<file path="config.mk">
export PLATFORM = sky130hd
export DESIGN_NAME = alu_controle_flat
export DESIGN_NICKNAME = d
export VERILOG_FILES = /design/src/rtl/alu_controle_if.sv /design/src/rtl/alu_controle.sv /design/src/flat_wrapper.sv
export SDC_FILE = /design/constraint.sdc
export NUM_CORES = 1
export LEC_CHECK = 0
export CAP_MARGIN = 10
export CORE_MARGIN = 5
export CORE_UTILIZATION = 33
export DETAILED_ROUTE_END_ITERATION = 10
export GPL_TIMING_DRIVEN = 0
export PLACE_DENSITY = 0.69
export SLEW_MARGIN = 20
export SYNTH_ARGS = -nofsm -noshare
export SYNTH_HDL_FRONTEND = slang
export SYNTH_SLANG_ARGS = --single-unit
</file>
<file path="constraint.sdc">
create_clock -name clk -period 5 [get_ports clk]
set_input_delay 1 -clock clk [delete_from_list [all_inputs] [get_ports clk]]
set_output_delay 1 -clock clk [all_outputs]
set_load 0.05 [all_outputs]
</file>
<file path="src/rtl/alu_controle_if.sv">
// Request / ALU / result bundle between the ALU controller and its environment.
interface alu_controle_if #(parameter int LARGURA = 32);
  logic               in_valid;
  logic               in_ready;
  logic [1:0]         ALUOp;
  logic [5:0]         funct;
  logic [LARGURA-1:0] opA;
  logic [LARGURA-1:0] opB;
  logic [3:0]         ALUcontrol;
  logic [LARGURA-1:0] entradaA;
  logic [LARGURA-1:0] entradaB;
  logic [LARGURA-1:0] ALUsaida;
  logic               Zero;
  logic               out_valid;
  logic               out_ready;
  logic [LARGURA-1:0] resultado;
  logic               zero_out;
  logic               erro;

  modport slave (
    input  in_valid, ALUOp, funct, opA, opB, ALUsaida, Zero, out_ready,
    output in_ready, ALUcontrol, entradaA, entradaB, out_valid, resultado, zero_out, erro
  );

  modport master (
    output in_valid, ALUOp, funct, opA, opB, ALUsaida, Zero, out_ready,
    input  in_ready, ALUcontrol, entradaA, entradaB, out_valid, resultado, zero_out, erro
  );
endinterface

</file>
<file path="src/rtl/alu_controle.sv">
// ALU controller: accepts a request, drives an external ALU for one cycle, holds the result.
// Optional macro ALU_NOR_EN enables ALUOp=10 / funct=100111 as a legal NOR.
module alu_controle #(
  parameter int LARGURA = 32
) (
  input  logic          clk,
  input  logic          reset,
  alu_controle_if.slave bus
);
  typedef enum logic [1:0] {OCIOSO, EXECUTA, RESULTADO} estado_t;

  estado_t            r_state, w_next;
  logic               w_accept, w_capture;
  logic [3:0]         w_ctrl;
  logic               w_ilegal;
  logic [3:0]         r_ctrl;
  logic               r_ilegal;
  logic [LARGURA-1:0] r_a, r_b, r_res;
  logic               r_zero, r_erro;

  always_ff @(posedge clk or posedge reset) begin
    if (reset) r_state <= OCIOSO;
    else       r_state <= w_next;
  end

  always_comb begin
    w_next    = r_state;
    w_accept  = 1'b0;
    w_capture = 1'b0;
    case (r_state)
      OCIOSO: if (bus.in_valid) begin
        w_next   = EXECUTA;
        w_accept = 1'b1;
      end
      EXECUTA: begin
        w_next    = RESULTADO;
        w_capture = 1'b1;
      end
      RESULTADO: if (bus.out_ready) w_next = OCIOSO;
      default: w_next = OCIOSO;
    endcase
  end

  // Unlisted ALUOp/funct combinations fall through to the 1111 error code.
  always_comb begin
    w_ctrl   = 4'b1111;
    w_ilegal = 1'b1;
    case (bus.ALUOp)
      2'b00: begin w_ctrl = 4'b0010; w_ilegal = 1'b0; end
      2'b01: begin w_ctrl = 4'b0110; w_ilegal = 1'b0; end
      2'b10: begin
        case (bus.funct)
          6'b100000: begin w_ctrl = 4'b0010; w_ilegal = 1'b0; end
          6'b100010: begin w_ctrl = 4'b0110; w_ilegal = 1'b0; end
          6'b100100: begin w_ctrl = 4'b0000; w_ilegal = 1'b0; end
          6'b100101: begin w_ctrl = 4'b0001; w_ilegal = 1'b0; end
          6'b101010: begin w_ctrl = 4'b0111; w_ilegal = 1'b0; end
`ifdef ALU_NOR_EN
          6'b100111: begin w_ctrl = 4'b1100; w_ilegal = 1'b0; end
`else
          6'b100111: begin w_ctrl = 4'b1111; w_ilegal = 1'b1; end
`endif
          default: ;
        endcase
      end
      default: ;
    endcase
  end

  always_ff @(posedge clk or posedge reset) begin
    if (reset) begin
      r_ctrl   <= 4'b0000;
      r_ilegal <= 1'b0;
      r_a      <= '0;
      r_b      <= '0;
      r_res    <= '0;
      r_zero   <= 1'b0;
      r_erro   <= 1'b0;
    end else begin
      if (w_accept) begin
        r_ctrl   <= w_ctrl;
        r_ilegal <= w_ilegal;
        r_a      <= bus.opA;
        r_b      <= bus.opB;
      end
      // Illegal requests ignore whatever the ALU produced for code 1111.
      if (w_capture) begin
        r_res  <= r_ilegal ? '0 : bus.ALUsaida;
        r_zero <= r_ilegal | bus.Zero;
        r_erro <= r_ilegal;
      end
    end
  end

  // Gating with reset keeps in_ready low while reset is held, even though state is OCIOSO.
  assign bus.in_ready   = (r_state == OCIOSO) && !reset;
  assign bus.out_valid  = (r_state == RESULTADO);
  assign bus.ALUcontrol = r_ctrl;
  assign bus.entradaA   = r_a;
  assign bus.entradaB   = r_b;
  assign bus.resultado  = r_res;
  assign bus.zero_out   = r_zero;
  assign bus.erro       = r_erro;
endmodule

</file>
<file path="src/flat_wrapper.sv">
// flat-port wrapper written by rule: the top's interface ports become plain ports
module alu_controle_flat 
#(
  parameter int LARGURA = 32
)
  (clk, reset, bus_in_valid, bus_ALUOp, bus_funct, bus_opA, bus_opB, bus_ALUsaida, bus_Zero, bus_out_ready, bus_in_ready, bus_ALUcontrol, bus_entradaA, bus_entradaB, bus_out_valid, bus_resultado, bus_zero_out, bus_erro);
  alu_controle_if #(.LARGURA(LARGURA)) bus_i ();
  input  logic clk;
  input  logic reset;
  input wire logic [$bits(bus_i.in_valid)-1:0] bus_in_valid;
  input wire logic [$bits(bus_i.ALUOp)-1:0] bus_ALUOp;
  input wire logic [$bits(bus_i.funct)-1:0] bus_funct;
  input wire logic [$bits(bus_i.opA)-1:0] bus_opA;
  input wire logic [$bits(bus_i.opB)-1:0] bus_opB;
  input wire logic [$bits(bus_i.ALUsaida)-1:0] bus_ALUsaida;
  input wire logic [$bits(bus_i.Zero)-1:0] bus_Zero;
  input wire logic [$bits(bus_i.out_ready)-1:0] bus_out_ready;
  output wire logic [$bits(bus_i.in_ready)-1:0] bus_in_ready;
  output wire logic [$bits(bus_i.ALUcontrol)-1:0] bus_ALUcontrol;
  output wire logic [$bits(bus_i.entradaA)-1:0] bus_entradaA;
  output wire logic [$bits(bus_i.entradaB)-1:0] bus_entradaB;
  output wire logic [$bits(bus_i.out_valid)-1:0] bus_out_valid;
  output wire logic [$bits(bus_i.resultado)-1:0] bus_resultado;
  output wire logic [$bits(bus_i.zero_out)-1:0] bus_zero_out;
  output wire logic [$bits(bus_i.erro)-1:0] bus_erro;
  assign bus_i.in_valid = bus_in_valid;
  assign bus_i.ALUOp = bus_ALUOp;
  assign bus_i.funct = bus_funct;
  assign bus_i.opA = bus_opA;
  assign bus_i.opB = bus_opB;
  assign bus_i.ALUsaida = bus_ALUsaida;
  assign bus_i.Zero = bus_Zero;
  assign bus_i.out_ready = bus_out_ready;
  assign bus_in_ready = bus_i.in_ready;
  assign bus_ALUcontrol = bus_i.ALUcontrol;
  assign bus_entradaA = bus_i.entradaA;
  assign bus_entradaB = bus_i.entradaB;
  assign bus_out_valid = bus_i.out_valid;
  assign bus_resultado = bus_i.resultado;
  assign bus_zero_out = bus_i.zero_out;
  assign bus_erro = bus_i.erro;
  alu_controle #(.LARGURA(LARGURA)) u_core (.clk(clk), .reset(reset), .bus(bus_i));
endmodule
</file>
==> flow_results.org <==
** Place
- Routability-driven placement finished with a final weighted congestion of 0.748.
- Counting tap cells, the placed design contains a total of 693 instances.
- Detailed placement finished with a half-perimeter wire length of 8.89 mm.
- Number of port buffers :: 212

** Worst setup path
- Chain of cells forming the critical path :: clkdlybuf4s50_1 -> nor3_1 -> clkdlybuf4s50_1
- Of all nets on the critical path, the largest fanout is 2.
- At the worst endpoint, the required time is 4000 ps.
- Counting stages on the worst path, the most repeated cell is sky130_fd_sc_hd__clkdlybuf4s50_1.
- Crit. End Element :: primary output
- Library cell contributing the largest single delay on the critical path :: sky130_fd_sc_hd__clkdlybuf4s50_1
- Data arrival at the endpoint of the critical path :: 2570 ps
- Together, buffers and inverters on the worst path number 2.
- Critical path launch point type :: input pin
- Reg2reg setup slack :: 3270 ps
- Startpoint of the worst-slack reg-to-reg timing path :: u_core.r_state[1]
- The kind of cell with the highest combined delay along the critical path is buffers and inverters.
- Destination of the worst register-to-register timing path :: u_core.bus.entradaA[12]
- For this run, the slowest stage of the critical path takes 860 ps.
- Type of the setup path with the least slack :: in2out
- For the worst flop-to-flop path, the logic depth is 6.

** Clock network
- Hold Buf Count CTS :: 0
- In this run, CTS created clock tree buffers numbering 9.
- Sink Count :: 105
- Quantity of gates resized following cts :: 0
- CTS H-tree depth :: 3
- Number of buffers on the longest clock path :: 2
- Number of post-CTS setup repair buffers :: 0
- CTS tree :: yes
- The later pin in the worst-skew pair is clocked with a latency of 340 ps.
- After clock tree synthesis, the clock-pin slew on the worst setup and hold paths is 60 ps.
- Clock tree synthesis selected as its root buffer the cell sky130_fd_sc_hd__clkbuf_16.

** Finish
- Commonest cells after routing, fill and taps aside :: sky130_fd_sc_hd__clkdlybuf4s50_1, sky130_fd_sc_hd__dfrtp_1, sky130_fd_sc_hd__mux2_2
- Of the cells placed in the final design, the portion with a size suffix greater than 1 is 0.177.
- In the final layout, the multi-input gates occupy 0.00139 mm2.
- For this run, the post-layout net count is 645.
- Post-layout instance count excluding filler cells :: 709
- Antenna fix cells :: 0
- Filler cell count in the final layout :: 1060
- Combined flip-flop and latch cell area :: 0.00263 mm2
- Most frequent standard cell in the layout excluding fill and tap cells :: sky130_fd_sc_hd__clkdlybuf4s50_1
- From synthesis to final layout, the design area changed by 65.1%.

** Floorplanning
- Number of ports placed on the die boundary :: 213
- For this configuration, the core starts out at a cell density of 0.339.
- Die W :: 122 um
- The core region is 0.0121 mm2.
- Die span in y :: 122 um
- The floorplan step defined a die boundary enclosing 0.0148 mm2.
- Number of placement rows :: 40

** Route
- Wire length per cell :: 16.0 um
- Detailed routing inserted a total of 3166 vias.
- Total wirelength of the detailed-routed design :: 11.4 mm
- In the routed design, unresolved DRC markers number 0.
- Pre-Repair DR Iteration Count :: 4
- Iteration-0 DRC count of the detailed router :: 143
- In the routed layout, each cell is associated on average with a via count of 4.47.
- The count of nets left with antenna violations once routing finished came out at 0.

** Global route
- Summed over all layers, the global routing overflow is 0.
- GRT Resource Usage Total :: 0.157
- Initial antenna violation count :: 0
- Entering global routing, the biggest net connects 60 pins.
- Vias in the first global route :: 3486
- First-pass GRT wire length :: 18.3 mm

** Timing
- For the final routed database, the setup TNS stands at 0 ps.
- Count of final setup violators :: 0
- Unrepaired setup endpoints after global routing :: false
- Max transition margin :: 0.628
- For this run, the top clock speed supported by timing is 280 MHz.
- Final Hold Vio Count :: 0
- Final critical delay including setup and external delays :: 3570 ps
- Worst hold margin :: 480 ps
- The number of max-slew violations in the final report was 0.
- At the pin with the least slew margin, the transition time is 556 ps.
- In the finished design, the share of the clock period the worst path needs comes to 0.713.
- On the final layout, the worst clock skew is 5.82 ps.

** Synth
- In this run, distinct cell masters in the synthesized netlist total 23.
- Among all flip-flop cells after synthesis, the most frequent one is sky130_fd_sc_hd__dfrtp_1.
- Counting flops with a built-in enable in the synthesized netlist gives 0.
- After synthesis the cells add up to 0.00411 mm2.
- Portion of synthesized cell area occupied by the leading cell type :: 0.639
- Number of nets in the synthesized netlist :: 421
- The largest total area in the synthesized netlist belongs to sky130_fd_sc_hd__dfrtp_1.
- Synth Instances :: 312
- Count of yosys warnings during synthesis :: 0
- Synth Register Bits :: 105
- The average instance in the mapped netlist occupies 13.2 um2.
- Synth top area cells :: sky130_fd_sc_hd__dfrtp_1, sky130_fd_sc_hd__mux2_2, sky130_fd_sc_hd__nand2b_1
- The share of the Yosys chip area taken by registers is 0.639.
- In the synthesized netlist the async set-or-reset flop fraction comes to 1.00.

** Flow run
- Total of max-cap violations :: 0

** Pwr
- Leakage power of the design :: 2.82 nW
- Worst vdd ir :: 357 uV
- For this design the ratio of total power to cell area is 775 mW/mm2.

** Hold path
- Hold path endpoint :: u_core.bus.resultado[8]
- Path type of the worst min-delay path :: reg2reg
- Number of cells on the worst hold path :: 2
- Launch instance of the worst min-delay path :: u_core.bus.resultado[8]

** Status
- Outcome :: completed
==> flip-flops by register name, summed over array words and instances (netlist names) <==
register               flops
u_core.bus.entradaA       32
u_core.bus.resultado      32
u_core.bus.erro            1
u_core.r_ilegal            1
u_core.bus.entradaB       32
u_core.bus.zero_out        1
u_core.bus.ALUcontrol      4
u_core.r_state             2
==> through the flow <==
stage / setup slack (ps) / total power (W) / util / area [um2]
3_5_place_dp: 1440 / 0.00458 / 0.535 / 6470
5_1_grt: 1390 / 0.00553 / 0.560 / 6780
2_1_floorplan: 1240 / 0.00347 / - / 4110
6_report: 1430 / 0.00526 / 0.560 / 6780
4_1_cts: 1430 / 0.00533 / 0.560 / 6780
3_3_place_gp: -383 / 0.00454 / 0.532 / 6440
==> where the power goes <==
part	switching [W]	total [W]	internal (W)
sequential	0.000209	0.00146	0.00125
combinational	0.00196	0.00307	0.00112
clock	0.000297	0.000726	0.000429
total	0.00246	0.00526	0.00280
==> Yosys cell counts, types with 2 or more instances <==
| library cell | number |
|---|---|
| sky130_fd_sc_hd__buf_2 | 6 |
| sky130_fd_sc_hd__clkbuf_1 | 9 |
| sky130_fd_sc_hd__o21ai_0 | 35 |
| sky130_fd_sc_hd__nor2_1 | 3 |
| sky130_fd_sc_hd__buf_4 | 2 |
| sky130_fd_sc_hd__nand2_1 | 36 |
| sky130_fd_sc_hd__inv_1 | 2 |
| sky130_fd_sc_hd__mux2_2 | 66 |
| sky130_fd_sc_hd__a21o_2 | 2 |
| sky130_fd_sc_hd__nand2b_1 | 34 |
| sky130_fd_sc_hd__dfrtp_1 | 105 |
==> final cells by class <==
| type | count | area share |
|---|---|---|
| buffer | 17 | 0.0116 |
| clock inverter | 2 | 0.00516 |
| inverter | 3 | 0.00240 |
| multi-input combinational | 187 | 0.205 |
| tap | 168 | 0.0310 |
| timing repair buffer | 213 | 0.317 |
| clock buffer | 14 | 0.0404 |
| sequential | 105 | 0.387 |
==> worst register-to-register path, delay by kind of cell, from the launching register on <==
kind / cells / cell delay [ps]
buf+inv: 3 / 600
mux: 1 / 350
flops: 1 / 400
simple gates: 2 / 270
==> metal layers <==
| layer | track usage | part of all wire |
|---|---|---|
| met5 | 0 | 0 |
| met4 | 0.0567 | 0.015 |
| met3 | 0.0580 | 0.088 |
| met2 | 0.262 | 0.50 |
| met1 | 0.186 | 0.39 |
==> logic make-up after synthesis <==
family | count (synthesis) | share of synthesized area
buffers and inverters | 20 | 0.0219
and+or+nand+nor | 79 | 0.0995
AOI/OAI and AO/OA | 42 | 0.0584
muxes | 66 | 0.181
DFF | 105 | 0.639
==> worst max-delay path by stage <==
| stage | startpoint | to | depth (start not counted) |
|---|---|---|---|
| after floorplan | reset | u_core.bus.ALUcontrol[0] | 1 |
| after global placement | reset | u_core.bus.entradaA[17] | 2 |
| after detailed placement | reset | bus_in_ready | 3 |
| after CTS | reset | bus_in_ready | 3 |
| after global routing | reset | bus_in_ready | 3 |
| final | reset | bus_in_ready | 3 |
Power figures use the tool's default switching activity.
